<file path="src/rtl/alu_result_tx.sv">
// alu_result_tx: serializes ALU result words LSB-byte-first onto a byte valid/ready stream.
// Holds one word in flight plus one pending word; a further arrival is dropped and flagged.
module alu_result_tx #(
  parameter int OUT_WIDTH = 16
) (
  input  logic                 CLK,
  input  logic                 RST,
  input  logic [OUT_WIDTH-1:0] RES_DATA,
  input  logic                 RES_VALID,
  input  logic                 TX_READY,
  input  logic                 CLR_OVF,
  output logic [7:0]           TX_DATA,
  output logic                 TX_VALID,
  output logic                 BUSY,
  output logic                 OVERFLOW
);
  localparam int NUM_BYTES = OUT_WIDTH / 8;
  localparam int IW = NUM_BYTES > 1 ? $clog2(NUM_BYTES) : 1;

  typedef enum logic {IDLE, SEND} state_t;

  state_t               r_state;
  logic [OUT_WIDTH-1:0] r_sh;
  logic [OUT_WIDTH-1:0] r_pd;
  logic                 r_pd_v;
  logic [IW-1:0]        r_idx;
  logic                 r_ovf;
  logic                 w_last;
  logic                 w_xfer;

  assign w_last   = r_idx == IW'(NUM_BYTES - 1);
  assign w_xfer   = r_state == SEND && TX_READY;
  assign TX_VALID = r_state == SEND;
  // The word in flight is shifted down per byte, so the current byte is always the low byte.
  assign TX_DATA  = r_state == SEND ? r_sh[7:0] : 8'd0;
  assign BUSY     = r_state == SEND || r_pd_v;
  assign OVERFLOW = r_ovf;

  always_ff @(posedge CLK or negedge RST) begin
    if (!RST) begin
      r_state <= IDLE;
      r_sh    <= '0;
      r_pd    <= '0;
      r_pd_v  <= 1'b0;
      r_idx   <= '0;
      r_ovf   <= 1'b0;
    end else begin
      if (CLR_OVF) r_ovf <= 1'b0;
      if (r_state == IDLE) begin
        if (RES_VALID) begin
          r_sh    <= RES_DATA;
          r_idx   <= '0;
          r_state <= SEND;
        end
      end else if (w_xfer && w_last) begin
        r_idx <= '0;
        if (r_pd_v) begin
          r_sh   <= r_pd;
          r_pd_v <= RES_VALID;
          if (RES_VALID) r_pd <= RES_DATA;
        end else if (RES_VALID) begin
          r_sh <= RES_DATA;
        end else begin
          r_state <= IDLE;
        end
      end else begin
        if (w_xfer) begin
          r_idx <= r_idx + 1'b1;
          r_sh  <= r_sh >> 8;
        end
        if (RES_VALID && !r_pd_v) begin
          r_pd   <= RES_DATA;
          r_pd_v <= 1'b1;
        end else if (RES_VALID) begin
          r_ovf <= 1'b1;
        end
      end
    end
  end
endmodule

</file>
<file path="config.mk">
export PLATFORM = sky130hd
export DESIGN_NAME = alu_result_tx
export DESIGN_NICKNAME = d
export VERILOG_FILES = /design/src/rtl/alu_result_tx.sv
export SDC_FILE = /design/constraint.sdc
export NUM_CORES = 1
export LEC_CHECK = 0
export ABC_CLOCK_PERIOD_IN_PS = 2000
export CORE_ASPECT_RATIO = 0.9
export CORE_MARGIN = 2
export CORE_UTILIZATION = 50
export CTS_CLUSTER_DIAMETER = 100
export DETAILED_ROUTE_END_ITERATION = 10
export MAX_ROUTING_LAYER = met4
export PLACE_DENSITY_LB_ADDON = 0.05
export SYNTH_ARGS = -nofsm -noshare
export SYNTH_HDL_FRONTEND = slang
export SYNTH_SLANG_ARGS = --single-unit
</file>
<file path="constraint.sdc">
create_clock -name CLK -period 2 [get_ports CLK]
set_input_delay 0.4 -clock CLK [delete_from_list [all_inputs] [get_ports CLK]]
set_output_delay 0.4 -clock CLK [all_outputs]
set_load 0.05 [all_outputs]
</file>
; After elaboration in Yosys (flattened, before gate mapping)
; Index checks and enable logic that the tools add are counted.
[classes]
n_addsub = 1
n_eq_ne = 3
n_mux = 26
reduce_logical = 10
[op_table]
columns = op, count
row1 = 16-bit 2-to-1 mux, 9
row2 = 1-bit 2-to-1 mux, 16
row3 = 8-bit 2-to-1 mux, 1
row4 = "2-bit != test, second input constant", 2
row5 = 2-bit AND reduction, 2
row6 = 4-bit AND reduction, 1
row7 = 2-bit nonzero test, 2
row8 = 1-bit logical AND, 3
row9 = "3-bit by 1-bit != test with 1-bit output, second input constant", 1
row10 = "1-bit adder, second input constant", 1
row11 = 1-bit logical NOT, 1
row12 = 1-bit logical OR, 1
[totals]
ff_bits = 36
word_cells = 46

; Longest topological paths before layout
[depth]
word_depth = 5
depth_mapped = 6
depth_no_buf = 3

; Least setup slack after synthesis
; No wires, ideal clock.
[synth_timing]
kind = flip-flop to output port
from = register r_state (netlist: TX_VALID)
to = output port BUSY
arrival_time_ns = 1.369
path_slack_ns = 0.231
stages_incl_launch_ff = 4
path_cell_list = dfrtp_1 -> inv_1 -> clkbuf_1 -> nand2_1
[synth_via]
elab_chain_cells = 1
[synth_rtl]
columns = item, line_no
row1 = "start, declared", 22  ; state_t r_state;
row2 = "start signal, assigned", 41  ; r_state <= IDLE;
row3 = "start signal, assigned", 53  ; r_state <= SEND;
row4 = "start signal, assigned", 64  ; r_state <= IDLE;
row5 = 1-bit logical OR, 36  ; assign BUSY = r_state == SEND || r_pd_v;
row6 = "end, declared", 14  ; output logic BUSY,
; Every way passes these cells.

; Worst setup path in the final report
; Same ends and word-level chain as after synthesis.

==> out/results.tsv <==
metric	value	unit
status	finished, final reports clean	
n_antenna_cell	0	
die_w	68.5	µm
synthTopCellsByArea	dfrtp_1 (48%), mux2_2 (8.4%), mux2_4 (8.0%)	
place_inst	235	
synth_mux_area_share	23.9	%
grt_pass1_vias	1450	
num_io_pins	32	
fin_crit_sh	91.8	%
ant_nets	0	
slowest_stage	dfrtp_1	
synth_compound_area_share	16.0	%
setup.worst_path.class	reg2out	
track_usage	22.1	%
wl_per_cell	16.6	µm
arrival	1440	ps
cts_sinks	36	
via_per_inst	5.77	
nNetsFinal	217	
slew_viol_final	0	
fin_crit	1840	ps
syn_avg_cell_area	11.8	µm²
synth_ff_type	dfrtp_1	
worst_slew_pin_slew	664	ps
synth_commonest_cells	dfrtp_1 (36), mux2_2 (14), mux2i_1 (14), o21ai_0 (14)	
drc	0	
yosys.area_share.simple	7.34	%
initial_utilization	51.3	%
gp_congestion	0.820	
core_area	0.00365	mm²
numCtsBuffers	5	
cp.required	1600	ps
synth_adder_area_share	0	%
antenna_found_initial	0	
die_h	62.1	µm
cpPeakStageDelay	470	ps
rows	21	
via_count	1397	
p_leak	1.04	nW
gr-total-overflow	0	
syn-num-nets	180	
cap_violations	0	
htreeDepth	2	
clk_pin_slew	70	ps
holdBufCountCts	0	
drt-initial-drc-count	112	
yosysWarnings	0	
irDropWorstVdd	683	µV
ys_ff_latch	36	
utilization	67.0	%
crit_fanout	9	
cp-end-kind	output pin	
relSlewSlack	55.6	%
final_cells	242	
yosysTopAreaCell	dfrtp_1	
max_freq	544	MHz
cts_tree	done	
drive_gt1_share	27.6	%
worstPathCellList	buf_4 -> inv_1 -> nand2_1 -> buf_12	
dpl.hpwl	2.82	mm
synth_top_family_by_area	multiplexers	
io_buffer_count	31	
rsz0062_at_grt	no	
grt_pass1_wl	6.66	mm
cts.path.max_buffers	2	
synth_area	0.00187	mm²
synth_top_area_share	48.1	%
yosysSeqAreaShare	48.1	%
grt_start_max_net_pins	37	
die-area	0.00426	mm²
synth_edf_count	0	
synth_cells	159	
synth_most_common_cell	dfrtp_1	
p_per_area	1450	mW/mm²
clock-root-buffer	clkbuf_8	
insertion_delay	280	ps
synth_cell_type_count	27	
synthArstFlopShare	100	%
yosys.area_share.xor_xnor	0.467	%
hp-class	reg2reg	
finClkSkew	2.62	ps
syn_to_final_growth	30.5	%
finalWirelength	4.01	mm
first_pass_iters	4	
finalHoldViolations	0	
setup_violations	0	
critPathLaunchType	flip-flop	
[per-stage QoR]
| stage | area (µm²) | setup slack (ps) | hold WS, ps | total power, mW | setup TNS [ps] |
|---|---|---|---|---|---|
| 2_1_floorplan | 1870 | 231 | 104 | 2.42 | 0 |
| 3_3_place_gp | 2370 | -121 | 496 | 3.05 | -1110 |
| 3_5_place_dp | 2370 | -138 | 497 | 3.08 | -1410 |
| 4_1_cts | 2440 | 137 | 516 | 3.58 | 0 |
| 5_1_grt | 2450 | 79.8 | 536 | 3.78 | 0 |
| 6_report | 2450 | 163 | 508 | 3.56 | 0 |
[cell usage in the layout, fill, tap and decap left out]
cell | netlist | layout
mux2i_1 | 14 | 14
mux2_2 | 14 | 14
or2_2 | 1 | 1
o211ai_1 | 6 | 6
xnor2_1 | 1 | 1
nand2_1 | 10 | 10
inv_2 | 1 | 1
and3_1 | 1 | 1
o22ai_1 | 3 | 3
mux2_4 | 10 | 10
o32ai_1 | 1 | 1
a22oi_1 | 10 | 10
and2_1 | 9 | 9
a32oi_1 | 6 | 6
dfrtp_1 | 36 | 36
and4_1 | 1 | 1
clkdlybuf4s50_1 | 0 | 21
nand3_1 | 2 | 2
buf_12 | 1 | 11
clkbuf_1 | 5 | 1
a21o_1 | 1 | 1
buf_4 | 0 | 9
clkinv_2 | 0 | 1
o21ai_0 | 14 | 14
inv_1 | 3 | 3
nand2b_1 | 1 | 1
nor2b_2 | 0 | 1
a21oi_4 | 1 | 1
clkbuf_8 | 0 | 5
a31oi_1 | 1 | 1
[report_power, final]
part / switching, mW / internal (mW) / total, mW / leakage, nW
registers: 0.279 / 1.08 / 1.36 / 0.438
logic: 0.795 / 0.916 / 1.71 / 0.557
clock network: 0.253 / 0.237 / 0.489 / 0.0410
[cell type report]
| cell class | count | area [µm²] |
|---|---|---|
| fill | 295 | 1210 |
| sequential | 36 | 901 |
| multi-input combinational | 108 | 897 |
| timing repair buffer | 41 | 498 |
| clock buffer | 6 | 72.6 |
| tap | 46 | 57.6 |
| inverter | 4 | 15.0 |
| clock inverter | 1 | 5.00 |
[final timing paths]
kind	start	slack [ps]	end	cells after the start
setup / recovery	TX_VALID	160	BUSY	4
hold / removal	r_pd[0]	510	r_pd[0]	1
setup reg to reg	r_idx	340	r_pd[15]	4
hold reg to reg	r_pd[0]	510	r_pd[0]	1
max in group asynchronous	RST	1150	r_pd[6]	2
min in group asynchronous	RST	520	OVERFLOW	2
[metal layers]
layer	routed length (µm)	vias up	track usage, %
met1	1860	703	27.4
met3	192	2	6.67
li1	-	660	-
met4	19	0	8.29
met5	0	-	-
met2	1940	32	34.3
[sequential cells by signal, summed over array words and instances, names as in the netlist]
register	flops
OVERFLOW	1
TX_VALID	1
r_idx	1
r_pd	16
r_pd_v	1
r_sh	16
[repair_timing]
| action | CTS | global route |
|---|---|---|
| resized for setup | 0 | 1 |
| buffers inserted | 0 | 0 |
| setup endpoints to repair | 0 | 2 |
[critical path, delay by kind of cell, from the launching register on]
family,cells,cell delay [ps]
simple gates,1,130
flops,1,470
buf+inv,3,560
[cell families (layout without fill, tap and decap cells)]
| kind of cell | after synthesis | after routing |
|---|---|---|
| AOI/OAI and AO/OA | 43 | 43 |
| muxes | 38 | 38 |
| DFF | 36 | 36 |
| and+or+nand+nor | 26 | 26 |
| buffers and inverters | 15 | 52 |
| xor gates and xnor gates | 1 | 1 |
No activity file was read; power rests on OpenSTA's default activity.
